==> src/rtl/hazard_scoreboard_unit_pkg.sv <==
// Shared constants and helpers for the ID-stage hazard/forwarding unit.
package hazard_scoreboard_unit_pkg;

   localparam int unsigned DEF_REGW = 5;
   localparam int unsigned DEF_NSRC = 3;
   localparam int unsigned FWD_RF   = 0;
   localparam int unsigned REG_ZERO = 0;

   // Width of a per-source forward select: RF plus one code per producer stage.
   function automatic int unsigned sel_width(input int unsigned nstg);
      return $clog2(nstg + 1);
   endfunction

endpackage

==> src/rtl/hazard_scoreboard_unit_if.sv <==
// ID-stage operand/producer bundle and hazard-control outputs.
import hazard_scoreboard_unit_pkg::*;

interface hazard_scoreboard_unit_if #(
   parameter int unsigned NSRC = DEF_NSRC,
   parameter int unsigned NSTG = 3,
   parameter int unsigned REGW = DEF_REGW,
   parameter int unsigned CNTW = 4,
   parameter int unsigned PCW  = 16
);
   localparam int unsigned SELW = sel_width(NSTG);

   logic                   id_valid;
   logic [NSRC*REGW-1:0]   id_src_reg;
   logic [NSRC-1:0]        id_src_use;
   logic                   id_use_cc;
   logic [REGW-1:0]        id_rd;
   logic                   id_we;
   logic                   id_long;
   logic [CNTW-1:0]        id_long_lat;
   logic [NSTG*REGW-1:0]   stg_rd;
   logic [NSTG-1:0]        stg_we;
   logic [NSTG-1:0]        stg_rdy;
   logic                   ex_cc_we;
   logic [NSRC*SELW-1:0]   fwd_sel;
   logic                   stall_f;
   logic                   stall_d;
   logic                   flush_e;
   logic                   long_busy;
   logic [PCW-1:0]         stall_cycles;

   modport master (
      output id_valid, id_src_reg, id_src_use, id_use_cc, id_rd, id_we, id_long,
             id_long_lat, stg_rd, stg_we, stg_rdy, ex_cc_we,
      input  fwd_sel, stall_f, stall_d, flush_e, long_busy, stall_cycles
   );

   modport slave (
      input  id_valid, id_src_reg, id_src_use, id_use_cc, id_rd, id_we, id_long,
             id_long_lat, stg_rd, stg_we, stg_rdy, ex_cc_we,
      output fwd_sel, stall_f, stall_d, flush_e, long_busy, stall_cycles
   );

endinterface

==> src/rtl/hazard_scoreboard_unit_sb_counter.sv <==
// One scoreboard entry: loadable countdown, busy while nonzero.
module sb_counter #(
   parameter int unsigned CNTW = 4
) (
   input  logic            clk,
   input  logic            rst,
   input  logic            load,
   input  logic [CNTW-1:0] load_val,
   output logic            busy_c
);

   logic [CNTW-1:0] cnt;

   always_ff @(posedge clk) begin
      if (rst)
         cnt <= '0;
      else if (load)
         cnt <= load_val;
      else if (cnt != '0)
         cnt <= cnt - CNTW'(1);
   end

   assign busy_c = (cnt != '0);

endmodule

==> src/rtl/hazard_scoreboard_unit.sv <==
// ID-stage forwarding select, hazard stall generation, long-op scoreboard
// and saturating stall-cycle counter.
import hazard_scoreboard_unit_pkg::*;

module hazard_scoreboard_unit #(
   parameter int unsigned NSRC = DEF_NSRC,
   parameter int unsigned NSTG = 3,
   parameter int unsigned REGW = DEF_REGW,
   parameter int unsigned CNTW = 4,
   parameter int unsigned PCW  = 16
) (
   input logic                     clk,
   input logic                     rst,
   hazard_scoreboard_unit_if.slave bus
);

   localparam int unsigned SELW = sel_width(NSTG);
   localparam int unsigned NREG = 2 ** REGW;

   logic [NREG-1:0]      busy;
   logic [NSRC*SELW-1:0] fwd_sel_c;
   logic                 stall_c;
   logic                 long_busy_c;
   logic                 issue_c;
   logic                 not_rdy;
   logic                 sb_hz;
   logic                 waw_hz;
   logic                 cc_hz;
   logic                 struct_hz;
   logic [REGW-1:0]      src;
   logic [SELW-1:0]      sel;
   logic                 rdy;
   logic [CNTW-1:0]      load_val;
   logic [PCW-1:0]       stall_cnt;

   // A zero latency would never mark the register, so clamp to one cycle.
   assign load_val = (bus.id_long_lat == '0) ? CNTW'(1) : bus.id_long_lat;

   assign busy[0] = 1'b0;
   for (genvar r = 1; r < NREG; r++) begin : g_sb
      sb_counter #(.CNTW(CNTW)) u_cnt (
         .clk      (clk),
         .rst      (rst),
         .load     (issue_c && (bus.id_rd == REGW'(r))),
         .load_val (load_val),
         .busy_c   (busy[r])
      );
   end

   // Forward selection and hazard detection; reset forces every output low.
   always_comb begin
      fwd_sel_c = '0;
      not_rdy   = 1'b0;
      sb_hz     = 1'b0;
      src       = '0;
      sel       = SELW'(FWD_RF);
      rdy       = 1'b1;
      for (int i = 0; i < NSRC; i++) begin
         src = bus.id_src_reg[i*REGW +: REGW];
         sel = SELW'(FWD_RF);
         rdy = 1'b1;
         // Scan oldest to youngest so the youngest match overwrites.
         for (int k = NSTG - 1; k >= 0; k--) begin
            if (bus.id_src_use[i] && (src != REGW'(REG_ZERO)) && bus.stg_we[k] &&
                (bus.stg_rd[k*REGW +: REGW] == src)) begin
               sel = SELW'(k + 1);
               rdy = bus.stg_rdy[k];
            end
         end
         fwd_sel_c[i*SELW +: SELW] = sel;
         if (!rdy)
            not_rdy = 1'b1;
         if (bus.id_src_use[i] && busy[src])
            sb_hz = 1'b1;
      end
      waw_hz      = bus.id_we && busy[bus.id_rd];
      cc_hz       = bus.id_use_cc && bus.ex_cc_we;
      long_busy_c = |busy;
      struct_hz   = bus.id_long && long_busy_c;
      stall_c     = bus.id_valid && (not_rdy || cc_hz || sb_hz || waw_hz || struct_hz);
      issue_c     = bus.id_valid && !stall_c && bus.id_long && bus.id_we &&
                    (bus.id_rd != REGW'(REG_ZERO)) && !rst;
      if (rst) begin
         fwd_sel_c   = '0;
         stall_c     = 1'b0;
         long_busy_c = 1'b0;
      end
   end

   always_ff @(posedge clk) begin
      if (rst)
         stall_cnt <= '0;
      else if (stall_c && (stall_cnt != '1))
         stall_cnt <= stall_cnt + PCW'(1);
   end

   assign bus.fwd_sel      = fwd_sel_c;
   assign bus.stall_f      = stall_c;
   assign bus.stall_d      = stall_c;
   assign bus.flush_e      = stall_c;
   assign bus.long_busy    = long_busy_c;
   assign bus.stall_cycles = stall_cnt;

endmodule

==> src/flat_wrapper.sv <==
// flat-port wrapper written by rule: the top's interface ports become plain ports
module hazard_scoreboard_unit_flat 
#(
   parameter int unsigned NSRC = DEF_NSRC,
   parameter int unsigned NSTG = 3,
   parameter int unsigned REGW = DEF_REGW,
   parameter int unsigned CNTW = 4,
   parameter int unsigned PCW  = 16
)
  (clk, rst, bus_id_valid, bus_id_src_reg, bus_id_src_use, bus_id_use_cc, bus_id_rd, bus_id_we, bus_id_long, bus_id_long_lat, bus_stg_rd, bus_stg_we, bus_stg_rdy, bus_ex_cc_we, bus_fwd_sel, bus_stall_f, bus_stall_d, bus_flush_e, bus_long_busy, bus_stall_cycles);
  hazard_scoreboard_unit_if #(.NSRC(NSRC), .NSTG(NSTG), .REGW(REGW), .CNTW(CNTW), .PCW(PCW)) bus_i ();
  input logic clk;
  input logic rst;
  input wire logic [$bits(bus_i.id_valid)-1:0] bus_id_valid;
  input wire logic [$bits(bus_i.id_src_reg)-1:0] bus_id_src_reg;
  input wire logic [$bits(bus_i.id_src_use)-1:0] bus_id_src_use;
  input wire logic [$bits(bus_i.id_use_cc)-1:0] bus_id_use_cc;
  input wire logic [$bits(bus_i.id_rd)-1:0] bus_id_rd;
  input wire logic [$bits(bus_i.id_we)-1:0] bus_id_we;
  input wire logic [$bits(bus_i.id_long)-1:0] bus_id_long;
  input wire logic [$bits(bus_i.id_long_lat)-1:0] bus_id_long_lat;
  input wire logic [$bits(bus_i.stg_rd)-1:0] bus_stg_rd;
  input wire logic [$bits(bus_i.stg_we)-1:0] bus_stg_we;
  input wire logic [$bits(bus_i.stg_rdy)-1:0] bus_stg_rdy;
  input wire logic [$bits(bus_i.ex_cc_we)-1:0] bus_ex_cc_we;
  output wire logic [$bits(bus_i.fwd_sel)-1:0] bus_fwd_sel;
  output wire logic [$bits(bus_i.stall_f)-1:0] bus_stall_f;
  output wire logic [$bits(bus_i.stall_d)-1:0] bus_stall_d;
  output wire logic [$bits(bus_i.flush_e)-1:0] bus_flush_e;
  output wire logic [$bits(bus_i.long_busy)-1:0] bus_long_busy;
  output wire logic [$bits(bus_i.stall_cycles)-1:0] bus_stall_cycles;
  assign bus_i.id_valid = bus_id_valid;
  assign bus_i.id_src_reg = bus_id_src_reg;
  assign bus_i.id_src_use = bus_id_src_use;
  assign bus_i.id_use_cc = bus_id_use_cc;
  assign bus_i.id_rd = bus_id_rd;
  assign bus_i.id_we = bus_id_we;
  assign bus_i.id_long = bus_id_long;
  assign bus_i.id_long_lat = bus_id_long_lat;
  assign bus_i.stg_rd = bus_stg_rd;
  assign bus_i.stg_we = bus_stg_we;
  assign bus_i.stg_rdy = bus_stg_rdy;
  assign bus_i.ex_cc_we = bus_ex_cc_we;
  assign bus_fwd_sel = bus_i.fwd_sel;
  assign bus_stall_f = bus_i.stall_f;
  assign bus_stall_d = bus_i.stall_d;
  assign bus_flush_e = bus_i.flush_e;
  assign bus_long_busy = bus_i.long_busy;
  assign bus_stall_cycles = bus_i.stall_cycles;
  hazard_scoreboard_unit #(.NSRC(NSRC), .NSTG(NSTG), .REGW(REGW), .CNTW(CNTW), .PCW(PCW)) u_core (.clk(clk), .rst(rst), .bus(bus_i));
endmodule
==> config.mk <==
export PLATFORM = sky130hd
export DESIGN_NAME = hazard_scoreboard_unit_flat
export DESIGN_NICKNAME = d
export VERILOG_FILES = /design/src/rtl/hazard_scoreboard_unit_pkg.sv /design/src/rtl/hazard_scoreboard_unit_if.sv /design/src/rtl/hazard_scoreboard_unit_sb_counter.sv /design/src/rtl/hazard_scoreboard_unit.sv /design/src/flat_wrapper.sv
export SDC_FILE = /design/constraint.sdc
export NUM_CORES = 1
export LEC_CHECK = 0
export CAP_MARGIN = 20
export CORE_AREA = 2 2 180 200
export CTS_BUF_LIST = sky130_fd_sc_hd__clkbuf_16
export DETAILED_ROUTE_END_ITERATION = 10
export DIE_AREA = 0 0 182 202
export GPL_TIMING_DRIVEN = 1
export PLACE_DENSITY = 0.56
export REMOVE_ABC_BUFFERS = 1
export SYNTH_ARGS = -nofsm -noshare
export SYNTH_HDL_FRONTEND = slang
export SYNTH_HIERARCHICAL = 1
export SYNTH_SLANG_ARGS = --single-unit
export TNS_END_PERCENT = 10
==> constraint.sdc <==
create_clock -name clk -period 12.9 [get_ports clk]
set_input_delay 3.87 -clock clk [delete_from_list [all_inputs] [get_ports clk]]
set_output_delay 3.87 -clock clk [all_outputs]
set_load 0.01 [all_outputs]
Yosys cells after proc, flatten, opt, wreduce, memory -nomap -nowiden:

Cells that the tools add are included.

* word-level logic and storage cells: 346
* flip-flop bits (word level): 140
* input port bits: 55
* output and inout port bits: 26

* $add $sub $neg: 32
* multiplexer cells: 98
* reduce and logical (&&, ||, !) cells: 139
* $lt $le $gt $ge: 4
* eq/ne operators: 41

Operators by type and width (number)
* $mux 4: 63
* $reduce_bool 4->1: 31
* $sub 4x1->4 const B: 31
* $eq 5x5->1 const B: 16
* $logic_and 1x1->1: 65
* $reduce_bool 2->1: 31
* $eq 5x5->1: 9
* $eq 5x4->1 const B: 8
* $reduce_or 31->1: 1
* $lt 5x6->1 const B: 4
* $mux 1: 21
* $bmux 1 s5: 4
* $eq 5x3->1 const B: 4
* $reduce_bool 5->1: 4
* $mux 2: 9
* $add 16x1->16 const B: 1
* $ne 16x16->1 const B: 1
* $eq 5x2->1 const B: 2
* $mux 6: 1
* $eq 5x1->1 const B: 1
* $logic_not 4->1: 1
* $logic_or 1x1->1: 4
* $logic_not 1->1: 2

Longest topological paths before layout:

* depth after elaboration: 23
* depth in mapped cells: 17
* mapped depth without buffers: 14

Modules after synthesis:

The synthesis kept the hierarchy.

Modules (own cells, without submodules)
* sb_counter: instances 31, cells each 26, seq. area each 80.1 um^2, area each 230.2 um^2
* hazard_scoreboard_unit: instances 1, cells each 396, seq. area each 320.3 um^2, area each 3169.3 um^2

Worst setup path before layout:

OpenSTA, ideal clock, no wires.

* path type: input to output
* start point: in bus_id_rd[1]
* end point: out bus_stall_d
* arrival: 6.223 ns
* stages: 13
* path buffers: 6
* required time: 9.030 ns
* setup slack: 2.807 ns
* cell sequence: buf_2 > clkbuf_1 > mux4_2 > nand2b_1 > a31oi_1 > o21ai_0 > a221oi_1 > and4_1 > buf_4 > buf_6 > buf_2 > nor2_1 > buf_4

* cells in the longest elaborated chain, start to end: 7

Ends and longest elaborated chain
* start: declaration: RTL line flat_wrapper.sv:18 `input wire logic [$bits(bus_i.id_rd)-1:0] bus_id_rd;`
* $bmux 1 s5: RTL line hazard_scoreboard_unit.sv:76 `waw_hz = bus.id_we && busy[bus.id_rd];`
* $mux 1 (implied by the code): RTL line hazard_scoreboard_unit.sv:76
* $logic_and 1x1->1: RTL line hazard_scoreboard_unit.sv:76
* $logic_or 1x1->1 (2 in series): RTL line hazard_scoreboard_unit.sv:80 `stall_c = bus.id_valid && (not_rdy || cc_hz || sb_hz || waw_hz || struct_hz);`
* $logic_and 1x1->1: RTL line hazard_scoreboard_unit.sv:80
* $mux 1: RTL line hazard_scoreboard_unit.sv:83 `if (rst) begin`
* end: declaration: RTL line flat_wrapper.sv:28 `output wire logic [$bits(bus_i.stall_d)-1:0] bus_stall_d;`

No other way between the ends. The select of a mux whose other input is x is not followed.

Worst setup path in the final report:

* start point: in bus_id_src_reg[1]
* end point: out bus_stall_d

* cells in the longest elaborated chain, start to end: 16
* elaborated cells on any way between the ends: 29
* classes of those cells: eq/ne: 3; mux: 12; reduce/logical: 14

Ends and longest elaborated chain
* start: declaration: RTL line flat_wrapper.sv:15 `input wire logic [$bits(bus_i.id_src_reg)-1:0] bus_id_src_reg;`
* $reduce_bool 5->1: RTL line hazard_scoreboard_unit.sv:64 `if (bus.id_src_use[i] && (src != REGW'(REG_ZERO)) && bus.stg_we[k] &&`
* $logic_and 1x1->1 (3 in series): RTL line hazard_scoreboard_unit.sv:64
* $mux 1 (3 in series): RTL line hazard_scoreboard_unit.sv:64
* $mux 1 (3 in series): RTL line hazard_scoreboard_unit.sv:71 `if (!rdy)`
* $logic_or 1x1->1: RTL line hazard_scoreboard_unit.sv:80
* $logic_or 1x1->1 (*) (3 in series): RTL line hazard_scoreboard_unit.sv:80
* $logic_and 1x1->1 (*): RTL line hazard_scoreboard_unit.sv:80
* $mux 1 (*): RTL line hazard_scoreboard_unit.sv:83

Mark *: on every way between the ends. The rest lies on a longest branch, timed or not. The select of a mux whose other input is x is not followed.

==> impl_metrics.csv <==
group,metric,value,unit
run_status,outcome,"completed",
critical_path,worst-endpoint-arrival,7.59,ns
critical_path,cp.required,9.03,ns
timing,min_period_over_period,88.9,%
clock_network,cts_setup_buffers,0,
synthesis,yosysSeqAreaShare,27.2,%
floorplanning,initial_core_util,29.6,%
job,maxCapViolations,0,
clock_network,root_buffer,"clkbuf_16",
timing,tightest_slew,0.934,ns
floorplanning,core,34800,sq um
floorplanning,num_rows,72,
clock_network,clockBufferDepth,2,
global_route,grt_pass1_wl,47.0,mm
timing,slew_headroom,37.6,%
synthesis,syn_inst,1202,
place,place_hpwl,20.5,mm
clock_network,tritoncts,"done",
timing,hold_viol,0,
global_route,grt_pass1_vias,8766,
cells_and_area,antenna_cells,0,
synthesis,ys_warn_count,6,
clock_network,numClockSinks,140,
power_and_ir_drop,power_leakage,4.42,nW
min_path,worstHoldStart,"u_core/bus.stall_cycles[8]",
detailed_routing,vias,9256,
cells_and_area,area_delta_synth_final,18.1,%
place,gp_congestion,0.862,
timing,setup_tns,0,ns
synthesis,synth_seq_cells,140,
detailed_routing,drc,0,
cells_and_area,stdcell_count,1728,
synthesis,yosys.area.top_type,"dfxtp_1",
timing,fin_worst_skew,0.0146,ns
place,place_inst,1697,
clock_network,post_cts_resized,0,
synthesis,synth.distinct_cells,62,
global_route,track_usage,16.0,%
cells_and_area,multi_input_area,6940,sq um
synthesis,synth_area_leaders,"dfxtp_1 27%, ha_1 7.6%, xnor2_1 7.1%",
critical_path,crit_path_max_fanout,35,
global_route,antenna_found_initial,2,
floorplanning,dieArea,36800,sq um
cells_and_area,final_area,12200,sq um
detailed_routing,first_pass_iters,6,
timing,final-setup-viol-count,0,
clock_network,postCtsHoldBufs,0,
timing,fin_crit,11.46,ns
power_and_ir_drop,powerDensity,238,nW/um^2
detailed_routing,wire_per_inst,17.2,microns
synthesis,ys.flop_type,"dfxtp_1",
place,placed_cell_area,11500,sq um
clock_network,cts.reportedPaths.clkPinSlew,0.06,ns
clock_network,cts_buffers,17,
cells_and_area,seq_area,2800,sq um
synthesis,synth_area,10300,sq um
synthesis,synth_area_per_cell,8.57,sq um
global_route,overflow,0,
critical_path,reg2reg_depth,14,
floorplanning,die_x,182,microns
critical_path,start_kind,"input pin",
synthesis,postSynth.asyncResetShare,0,%
timing,rsz0062_at_grt,"no",
critical_path,rrSetupSlack,7.83,ns
clock_network,clk_latency,0.43,ns
synthesis,synth_top_area_share,27.2,%
floorplanning,die_h,202,microns
detailed_routing,drtIter0Drc,554,
synthesis,synth_edf_count,0,
detailed_routing,drt-total-wl,29.7,mm
min_path,hold_class,"reg -> reg",
min_path,whs_path_depth,2,
critical_path,end_kind,"primary output",
timing,max_freq,0.0872,GHz
timing,slew_violations,0,
power_and_ir_drop,worst_ir_drop_vdd,0.0873,mV
global_route,grt_max_degree,70,
clock_network,htreeDepth,4,
place,portBuffers,80,
critical_path,crit_type,"in -> out",
cells_and_area,fill_cells,3576,
detailed_routing,routed_via_density,5.36,
detailed_routing,ant_nets,0,
critical_path,rr_endpoint,"u_core/g_sb[8].u_cnt/cnt[0]",
min_path,min_to,"u_core/bus.stall_cycles[8]",
cells_and_area,layout-drive-gt1-share,12.9,%
cells_and_area,nets,1390,
critical_path,r2r_start,"u_core/g_sb[8].u_cnt/cnt[0]",
floorplanning,ios,81,
==> worst max-delay path: stages <==
cell             delay (ns)
clkdlybuf4s50_1        1.08
or4_1                  0.22
o21ai_1                0.09
nor4_1                 0.64
o22ai_1                0.14
a221oi_1               0.33
and4_1                 0.24
buf_4                  0.33
nor2_1                 0.13
clkdlybuf4s50_1        0.50
==> layout by cell type (no fill, tap or decap), types with 4 or more instances in the layout <==
cell / count
xor2_1: 24
nor2b_1: 9
and3_1: 6
mux4_1: 4
o41ai_1: 4
nand2b_1: 7
a31oi_1: 5
ha_1: 63
a21oi_2: 31
o311ai_0: 4
o21ai_0: 8
a21oi_1: 45
nand4_1: 11
nor3_1: 8
mux2i_1: 19
or3_1: 34
nor3b_1: 33
or4_1: 42
xnor2_1: 83
o31ai_1: 36
o22ai_1: 64
nor2_1: 42
mux2_2: 39
or2_2: 32
nand3_1: 17
bufinv_16: 6
nand4b_1: 4
nand2_1: 149
clkdlybuf4s50_1: 78
a211o_1: 33
dfxtp_1: 140
nand3b_1: 4
buf_4: 6
inv_1: 102
nor4_1: 16
mux4_2: 19
clkbuf_16: 17
==> cell type report <==
type	count	area share, %
clock buffer	17	3.50
clock inverter	14	1.86
tap	444	4.56
multi-input combinational	925	57.0
inverter	102	3.15
timing repair buffer	86	6.92
sequential	140	23.0
==> where the power goes <==
group	switching, W	leakage [nW]	internal, W	total [W]
logic	0.000778	2.94	0.000804	0.00158
registers	0.000144	1.16	0.000618	0.000761
clock network	0.000194	0.319	0.000359	0.000553
==> Yosys cell counts (5+ instances only) <==
| library cell | number |
|---|---|
| xnor2_1 | 83 |
| or4_1 | 42 |
| o21ai_0 | 8 |
| nand4_1 | 11 |
| nor3b_1 | 33 |
| mux2i_1 | 19 |
| o22ai_1 | 64 |
| nand2_1 | 149 |
| xor2_1 | 24 |
| a21oi_1 | 45 |
| mux4_2 | 19 |
| nor2_1 | 42 |
| a21oi_2 | 31 |
| nor3_1 | 8 |
| nor4_1 | 16 |
| or2_2 | 32 |
| clkbuf_1 | 14 |
| nand3_1 | 17 |
| buf_2 | 13 |
| a211o_1 | 33 |
| o31ai_1 | 36 |
| nor2b_1 | 9 |
| or3_1 | 34 |
| mux2_2 | 39 |
| and3_1 | 6 |
| nand2b_1 | 7 |
| inv_1 | 101 |
| ha_1 | 63 |
| a31oi_1 | 5 |
| dfxtp_1 | 140 |
==> worst max-delay path by stage <==
| stage | from | end | slack (ns) | depth (start not counted) |
|---|---|---|---|---|
| after floorplan | bus_id_src_reg[10] | bus_flush_e | 2.83 | 6 |
| after detailed placement | bus_id_rd[1] | bus_stall_f | 1.52 | 10 |
| after global placement | bus_id_src_reg[12] | bus_stall_f | 1.57 | 10 |
| final | bus_id_src_reg[1] | bus_stall_d | 1.44 | 10 |
| after CTS | bus_id_rd[1] | bus_stall_f | 1.51 | 10 |
| after global routing | bus_id_rd[1] | bus_stall_f | 1.26 | 10 |
==> per-stage QoR <==
| step | worst slack [ns] | hold WS, ns | total power [W] | utilization (%) |
|---|---|---|---|---|
| final | 1.44 | 0.511 | 0.00290 | 35.0 |
| after global routing | 1.26 | 0.528 | 0.00312 | 35.0 |
| after CTS | 1.51 | 0.510 | 0.00291 | 35.0 |
| after detailed placement | 1.52 | 0.500 | 0.00233 | 33.1 |
| after global placement | 1.57 | 0.497 | 0.00230 | 33.1 |
| after floorplan | 2.83 | 0.498 | 0.00197 | - |
==> cells by family (layout without fill, tap and decap cells) <==
logic type | count (synthesis) | count (layout) | synth area share, %
simple gates | 426 | 426 | 22.3
compound gates | 248 | 248 | 16.9
flops | 140 | 140 | 27.2
buf+inv | 137 | 219 | 5.51
xor+xnor | 107 | 107 | 9.09
mux | 81 | 81 | 11.3
fa+ha+maj | 63 | 63 | 7.65
==> layer usage <==
| metal | GRT usage (%) | vias up | share of wire (%) |
|---|---|---|---|
| met5 | 0 | - | 0.074 |
| met4 | 4.95 | 4 | 2.1 |
| met1 | 21.0 | 4440 | 47 |
| met2 | 26.0 | 252 | 45 |
| li1 | - | 4515 | - |
| met3 | 3.53 | 45 | 5.9 |
==> flip-flops by register name (all words and copies together), names as in the netlist <==
name,flops
u_core/g_sb.u_cnt/cnt,124
u_core/bus.stall_cycles,16
Power figures use the tool's default switching activity.
